<file path="config.mk">
export PLATFORM = sky130hd
export DESIGN_NAME = move_sequencer
export DESIGN_NICKNAME = d
export VERILOG_FILES = /design/src/rtl/move_sequencer_pkg.sv /design/src/rtl/move_sequencer_tick_edge_sync.sv /design/src/rtl/move_sequencer.sv
export SDC_FILE = /design/constraint.sdc
export NUM_CORES = 1
export LEC_CHECK = 0
export ABC_AREA = 1
export CORE_ASPECT_RATIO = 0.5
export CORE_MARGIN = 1
export CORE_UTILIZATION = 40
export DETAILED_ROUTE_END_ITERATION = 7
export PLACE_DENSITY_LB_ADDON = 0.2
export SKIP_CTS_REPAIR_TIMING = 1
export SLEW_MARGIN = 10
export SYNTH_ARGS = -nofsm -noshare
export SYNTH_HDL_FRONTEND = slang
export SYNTH_SLANG_ARGS = --single-unit
</file>
<file path="constraint.sdc">
create_clock -name clk -period 2.05 [get_ports clk]
set_clock_uncertainty 0.05 [all_clocks]
set_input_delay 0.41 -clock clk [delete_from_list [all_inputs] [get_ports clk]]
set_output_delay 0.41 -clock clk [all_outputs]
set_load 0.01 [all_outputs]
</file>
<file path="src/rtl/move_sequencer_pkg.sv">
// Shared types and helpers for the move-buffer sequencer.
package move_sequencer_pkg;

  typedef enum logic {
    ST_LOAD = 1'b0,
    ST_RUN  = 1'b1
  } seq_state_e;

  // Next ring slot; wraps at size-1 so non-power-of-two rings work.
  function automatic int unsigned next_slot(input int unsigned idx,
                                            input int unsigned size);
    return (idx >= size - 1) ? 0 : idx + 1;
  endfunction

endpackage

</file>
<file path="src/rtl/move_sequencer_tick_edge_sync.sv">
// Two-flop synchroniser plus rising-edge detector for an asynchronous tick.
// edge_o is high for one cycle when the synchronised pair reads 0 -> 1.
module move_sequencer_tick_edge_sync (
  input  logic clk,
  input  logic reset,
  input  logic tick_i,
  output logic edge_o
);

  // [0],[1] are the synchroniser, [2] holds the previous synchronised value
  logic [2:0] sync_q;

  // Shift the raw tick through the synchroniser chain
  always_ff @(posedge clk) begin
    if (reset) sync_q <= '0;
    else       sync_q <= {sync_q[1:0], tick_i};
  end

  assign edge_o = sync_q[1] & ~sync_q[2];

endmodule

</file>
<file path="src/rtl/move_sequencer.sv">
// Move-buffer sequencer: walks a ring of host-filled move slots, times each
// move in DDA ticks and hands completion back through per-slot toggles.
module move_sequencer
  import move_sequencer_pkg::*;
#(
  parameter int unsigned buffer_size        = 4,
  parameter int unsigned buffer_bits        = 2,
  parameter int unsigned move_duration_bits = 32
) (
  input  logic                          clk,
  input  logic                          reset,
  input  logic                          dda_tick,
  input  logic [move_duration_bits-1:0] move_duration,
  input  logic [buffer_size-1:0]        stepready,
  input  logic                          hold,
  input  logic                          abort,
  output logic [buffer_bits-1:0]        moveind,
  output logic [buffer_size-1:0]        stepfinished,
  output logic                          loading_move,
  output logic                          executing_move,
  output logic                          move_done,
  output logic                          move_done_pulse,
  output logic                          underrun,
  output logic                          abort_done,
  output logic                          buffer_dtr,
  output logic                          buffer_empty
);

  seq_state_e                    state_q, state_d;
  logic [buffer_bits-1:0]        moveind_q, moveind_d, moveind_nxt;
  logic [move_duration_bits-1:0] cnt_q, cnt_d;
  logic [buffer_size-1:0]        sf_q, sf_d, pending, slot_oh;
  logic                          md_q, md_d;
  logic                          mdp_q, mdp_d;
  logic                          und_q, und_d;
  logic                          abd_q, abd_d;
  logic                          tick_edge;

  move_sequencer_tick_edge_sync u_tick_sync (
    .clk    (clk),
    .reset  (reset),
    .tick_i (dda_tick),
    .edge_o (tick_edge)
  );

  // A slot is pending while the host toggle and our toggle disagree
  assign pending     = stepready ^ sf_q;
  assign moveind_nxt = buffer_bits'(next_slot(32'(moveind_q), buffer_size));
  assign slot_oh     = {{(buffer_size-1){1'b0}}, 1'b1} << moveind_q;

  // Next-state: abort overrides everything, completion beats a tick edge
  always_comb begin
    state_d   = state_q;
    moveind_d = moveind_q;
    cnt_d     = cnt_q;
    sf_d      = sf_q;
    md_d      = md_q;
    mdp_d     = 1'b0;
    und_d     = 1'b0;
    abd_d     = 1'b0;
    if (abort) begin
      sf_d      = stepready;
      moveind_d = '0;
      cnt_d     = '0;
      state_d   = ST_LOAD;
      abd_d     = 1'b1;
    end else begin
      case (state_q)
        ST_LOAD: begin
          if (pending[moveind_q]) begin
            cnt_d   = move_duration;
            state_d = ST_RUN;
          end
        end
        ST_RUN: begin
          if (cnt_q == '0) begin
            sf_d      = sf_q ^ slot_oh;
            md_d      = ~md_q;
            mdp_d     = 1'b1;
            und_d     = ~pending[moveind_nxt];
            moveind_d = moveind_nxt;
            state_d   = ST_LOAD;
          end else if (tick_edge && !hold) begin
            cnt_d = cnt_q - 1'b1;
          end
        end
        default: state_d = ST_LOAD;
      endcase
    end
  end

  // State and output registers
  always_ff @(posedge clk) begin
    if (reset) begin
      state_q   <= ST_LOAD;
      moveind_q <= '0;
      cnt_q     <= '0;
      sf_q      <= '0;
      md_q      <= 1'b0;
      mdp_q     <= 1'b0;
      und_q     <= 1'b0;
      abd_q     <= 1'b0;
    end else begin
      state_q   <= state_d;
      moveind_q <= moveind_d;
      cnt_q     <= cnt_d;
      sf_q      <= sf_d;
      md_q      <= md_d;
      mdp_q     <= mdp_d;
      und_q     <= und_d;
      abd_q     <= abd_d;
    end
  end

  assign moveind         = moveind_q;
  assign stepfinished    = sf_q;
  assign loading_move    = (state_q == ST_LOAD) && pending[moveind_q];
  assign executing_move  = (state_q == ST_RUN);
  assign move_done       = md_q;
  assign move_done_pulse = mdp_q;
  assign underrun        = und_q;
  assign abort_done      = abd_q;
  assign buffer_dtr      = ~(&pending);
  assign buffer_empty    = ~(|pending);

endmodule

</file>
==> impl.org <==
** Global route
- Global routing used 23.3% of the available tracks across all layers.
- Antenna violations before repair :: 0
- Global-route wire length before repair :: 15500 um
- The via count of the first global-routing pass came to 3338.
- The total overflow left after global routing is 0.
- Entering global routing, the biggest net connects 36 pins.

** Power and ir drop
- In this run switching power makes up 34.5% of total power.
- The internal power of the cells totals 2.08 mW.
- Final total power :: 3.18 mW
- Power dissipated by switching net loads :: 1.10 mW
- Reg power frac :: 31.3%
- Power density cells :: 730 nW/um^2
- The analysis attributes to cell leakage a power of 2.14 nW.
- The worst-case IR drop observed on VDD is 0.000331 V.
- Gate power share :: 34.7%
- The clock network burns 34.0% of the power.

** STA
- Final sum of negative setup slack :: 0 ns
- The worst path meets setup with 0.104 ns of slack.
- Derived from the worst setup path, the maximum achievable clock frequency is 514 MHz.
- Number of setup violations in the final report :: 0
- Period Utilization, post-route :: 94.9%
- At the pin with the least slew margin, the transition time is 0.387 ns.
- The count of endpoints failing hold in the final timing report was 0.
- The final max-slew violation count is 0.
- RSZ-0062 raised after global routing :: no
- Slew Limit Headroom :: 74.1%
- Tmin final :: 1.95 ns

** Clock tree
- TritonCTS clock tree :: yes
- Longest Clk Path Bufs :: 2
- Number of clock buffers inserted by TritonCTS :: 5
- Clock tree synthesis selected as its root buffer the cell clkbuf_16.
- After clock tree synthesis, the clock-pin slew on the worst setup and hold paths is 0.07 ns.
- Clock latency on the worst-skew pair, taken at its later pin, is 0.29 ns.
- The H-tree was split into 2 levels.
- Number of clock sinks :: 46

** Worst setup path
- Buffers & Inverters on Critical Path :: 3
- Counting cells, the worst reg-to-reg path comes to 10.
- Traced cell by cell, the critical path runs through clkdlybuf4s50_1 > inv_1 > nand2_1 > and2_1 > nand4_1 > dlymetal6s2s_1.
- The kind of cell with the highest combined delay along the critical path is buffers and inverters.
- CP max stage cell :: clkdlybuf4s50_1
- Critical path start-end classification :: input pin to output port
- Counting buffers and inverters, the worst setup path is 6 cells deep.
- Largest fanout on the critical path :: 3
- STA classifies the critical path endpoint as an output port.
- Delay of the slowest cell on the worst path :: 0.50 ns
- For the worst setup path, the data arrival time is 1.49 ns.
- The worst setup path is launched from an input pin.
- For the worst setup path, the data required time is 1.59 ns.

** Layout
- Compared with the post-synthesis result, the final layout area differs by 31.6%.
- In the final layout, the share of cells above drive strength 1 is 7.59%.
- After the last flow step, the layout net total stands at 717.
- Count of inserted antenna diode cells :: 0
- Counting the fill cells in the layout gives 837.

** Place
- Before CTS, the worst setup slack after placement is -0.397 ns.
- Input and output buffers added on the ports amount to 54.
- Routability-driven placement finished with a final weighted congestion of 0.875.
- The wire-length estimate of the detail-placed layout is 6990 um.

** Logic synthesis
- Counting every instance in the synthesized netlist gives 601.
- Post-Synthesis Net Count :: 647
- Avg Cell Area, Syn :: 5.51 um^2
- Synthesized area :: 3310 um^2
- Synth Register Bits :: 46
- The share of the Yosys chip area taken by registers is 27.8%.
- The synthesized netlist contains 27 unique library cells.
- Yosys synthesis warning count :: 0

** Hold path
- The path class of the tightest hold or removal check is flop to flop.
- Number of cells on the worst hold path :: 2

** Routing
- Drt initial violations :: 273
- Number of remaining DRC errors :: 0
- In the routed layout, each cell is associated on average with a via count of 4.75.
- Average wire per cell in the routed design :: 11.9 um
- Wires add up to 9350 um.
- The first detailed-routing pass took 5 iterations.
- In this run the remaining antenna-violating nets after routing total 0.
- Number of vias in the routed layout :: 3726

** Floorplanning
- The core region is 8000 um^2.
- Total I/O pin count :: 55
- Measured along the y axis, the die boundary spans 66.3 um.
- Horiz. Die Dim :: 131 um
- Row Count :: 23
- The die covers 8670 um^2.
- Once the floorplan was initialized, standard cells occupied 41.4% of the core.

** Flow run
- Across the run, the number of max-cap violations was 0.

** Status
- The run finished with clean final reports.
## sequential cells by signal, indices dropped and copies added, names as in the netlist
name and count:
move_done_pulse 1, cnt_q 32, moveind 2, underrun 1, move_done 1, stepfinished 4
abort_done 1, executing_move 1, u_tick_sync.sync_q 3
## per-layer routing
layer	vias to the layer above	part of all wire, %	GRT usage (%)
li1	2014	-	-
met1	1627	52	32.7
met2	80	41	36.2
met3	5	6.7	5.66
met4	0	0.55	3.88
met5	-	0	0
## path summary, 6_finish.rpt
kind                               from  slack (ns)                     to
setup / recovery           stepready[0]        0.10             buffer_dtr
hold / removal    u_tick_sync.sync_q[0]        0.35  u_tick_sync.sync_q[1]
setup reg to reg               cnt_q[6]        0.18              cnt_q[30]
hold reg to reg   u_tick_sync.sync_q[0]        0.35  u_tick_sync.sync_q[1]
## final cells by class
class                           count  area, um^2  area share, %
Multi-Input combinational cell    476        2090           47.9
Sequential cell                    46         921           21.1
Timing Repair Buffer               84         798           18.3
Inverter                           58         218           5.00
Tap cell                          112         140           3.22
Clock buffer                        5         125           2.87
Clock inverter                      3        68.8           1.58
## stage by stage
step	cell area, um^2	utilization [%]	std cells	hold slack [ns]
after floorplan	3310	-	601	0.338
after global placement	4140	51.8	776	0.340
after detailed placement	4140	51.8	776	0.349
after CTS	4330	54.2	784	0.359
after global routing	4360	54.5	784	0.374
final	4360	54.5	784	0.354
## cell usage after synthesis
cell,n,area (um^2)
a211oi_1,1,7.51
a21oi_1,15,75.1
and2_1,3,18.8
buf_1,5,18.8
buf_2,5,25.0
buf_4,3,22.5
buf_6,1,11.3
clkbuf_1,7,26.3
clkinv_1,1,3.75
dfxtp_1,46,921
ha_1,5,62.6
inv_1,57,214
nand2_1,202,758
nand2_2,3,18.8
nand2_4,1,11.3
nand3_1,66,330
nand4_1,10,62.6
nor2_1,138,518
nor2_2,1,6.26
nor2_4,2,22.5
nor4_1,1,6.26
o211ai_1,1,7.51
o21ai_0,18,90.1
o21ai_1,1,5.00
o22ai_1,1,6.26
xnor2_1,5,43.8
xor2_1,2,17.5
## cells by family after synthesis
group                    count (synthesis)  synth area share (%)
buffers and inverters                   79                  9.71
flip-flops                              46                  27.8
adder cells (fa/ha/maj)                  5                  1.89
XOR/XNOR                                 7                  1.85
AO/OA/AOI/OAI                           37                  5.78
AND/OR/NAND/NOR                        427                  52.9
## cells in the final DEF, fill, tap and decap left out, drive strengths merged, types with 2 or more instances in the layout
master	instances
nand2	206
nor2	141
nand3	66
inv	57
clkdlybuf4s50	48
dfxtp	46
buf	31
o21ai	19
a21oi	15
nand4	10
xnor2	5
ha	5
clkbuf	5
dlymetal6s2s	5
and2	3
xor2	2
bufinv	2
clkinv	2
## power groups by stage
stage	Clock, mW	Sequential, mW	Combinational (mW)
after floorplan	0	1.01	0.709
after global placement	0	1.02	1.07
after detailed placement	0	1.02	1.09
after CTS	1.10	0.996	1.09
after global routing	1.13	1.00	1.25
final	1.08	0.997	1.10
## worst min-delay path, stage by stage (launching register included)
cell and delay, ns:
dfxtp_1 0.30, inv_1 0.04, nor2_1 0.03
(Power assumes the default switching activity.)
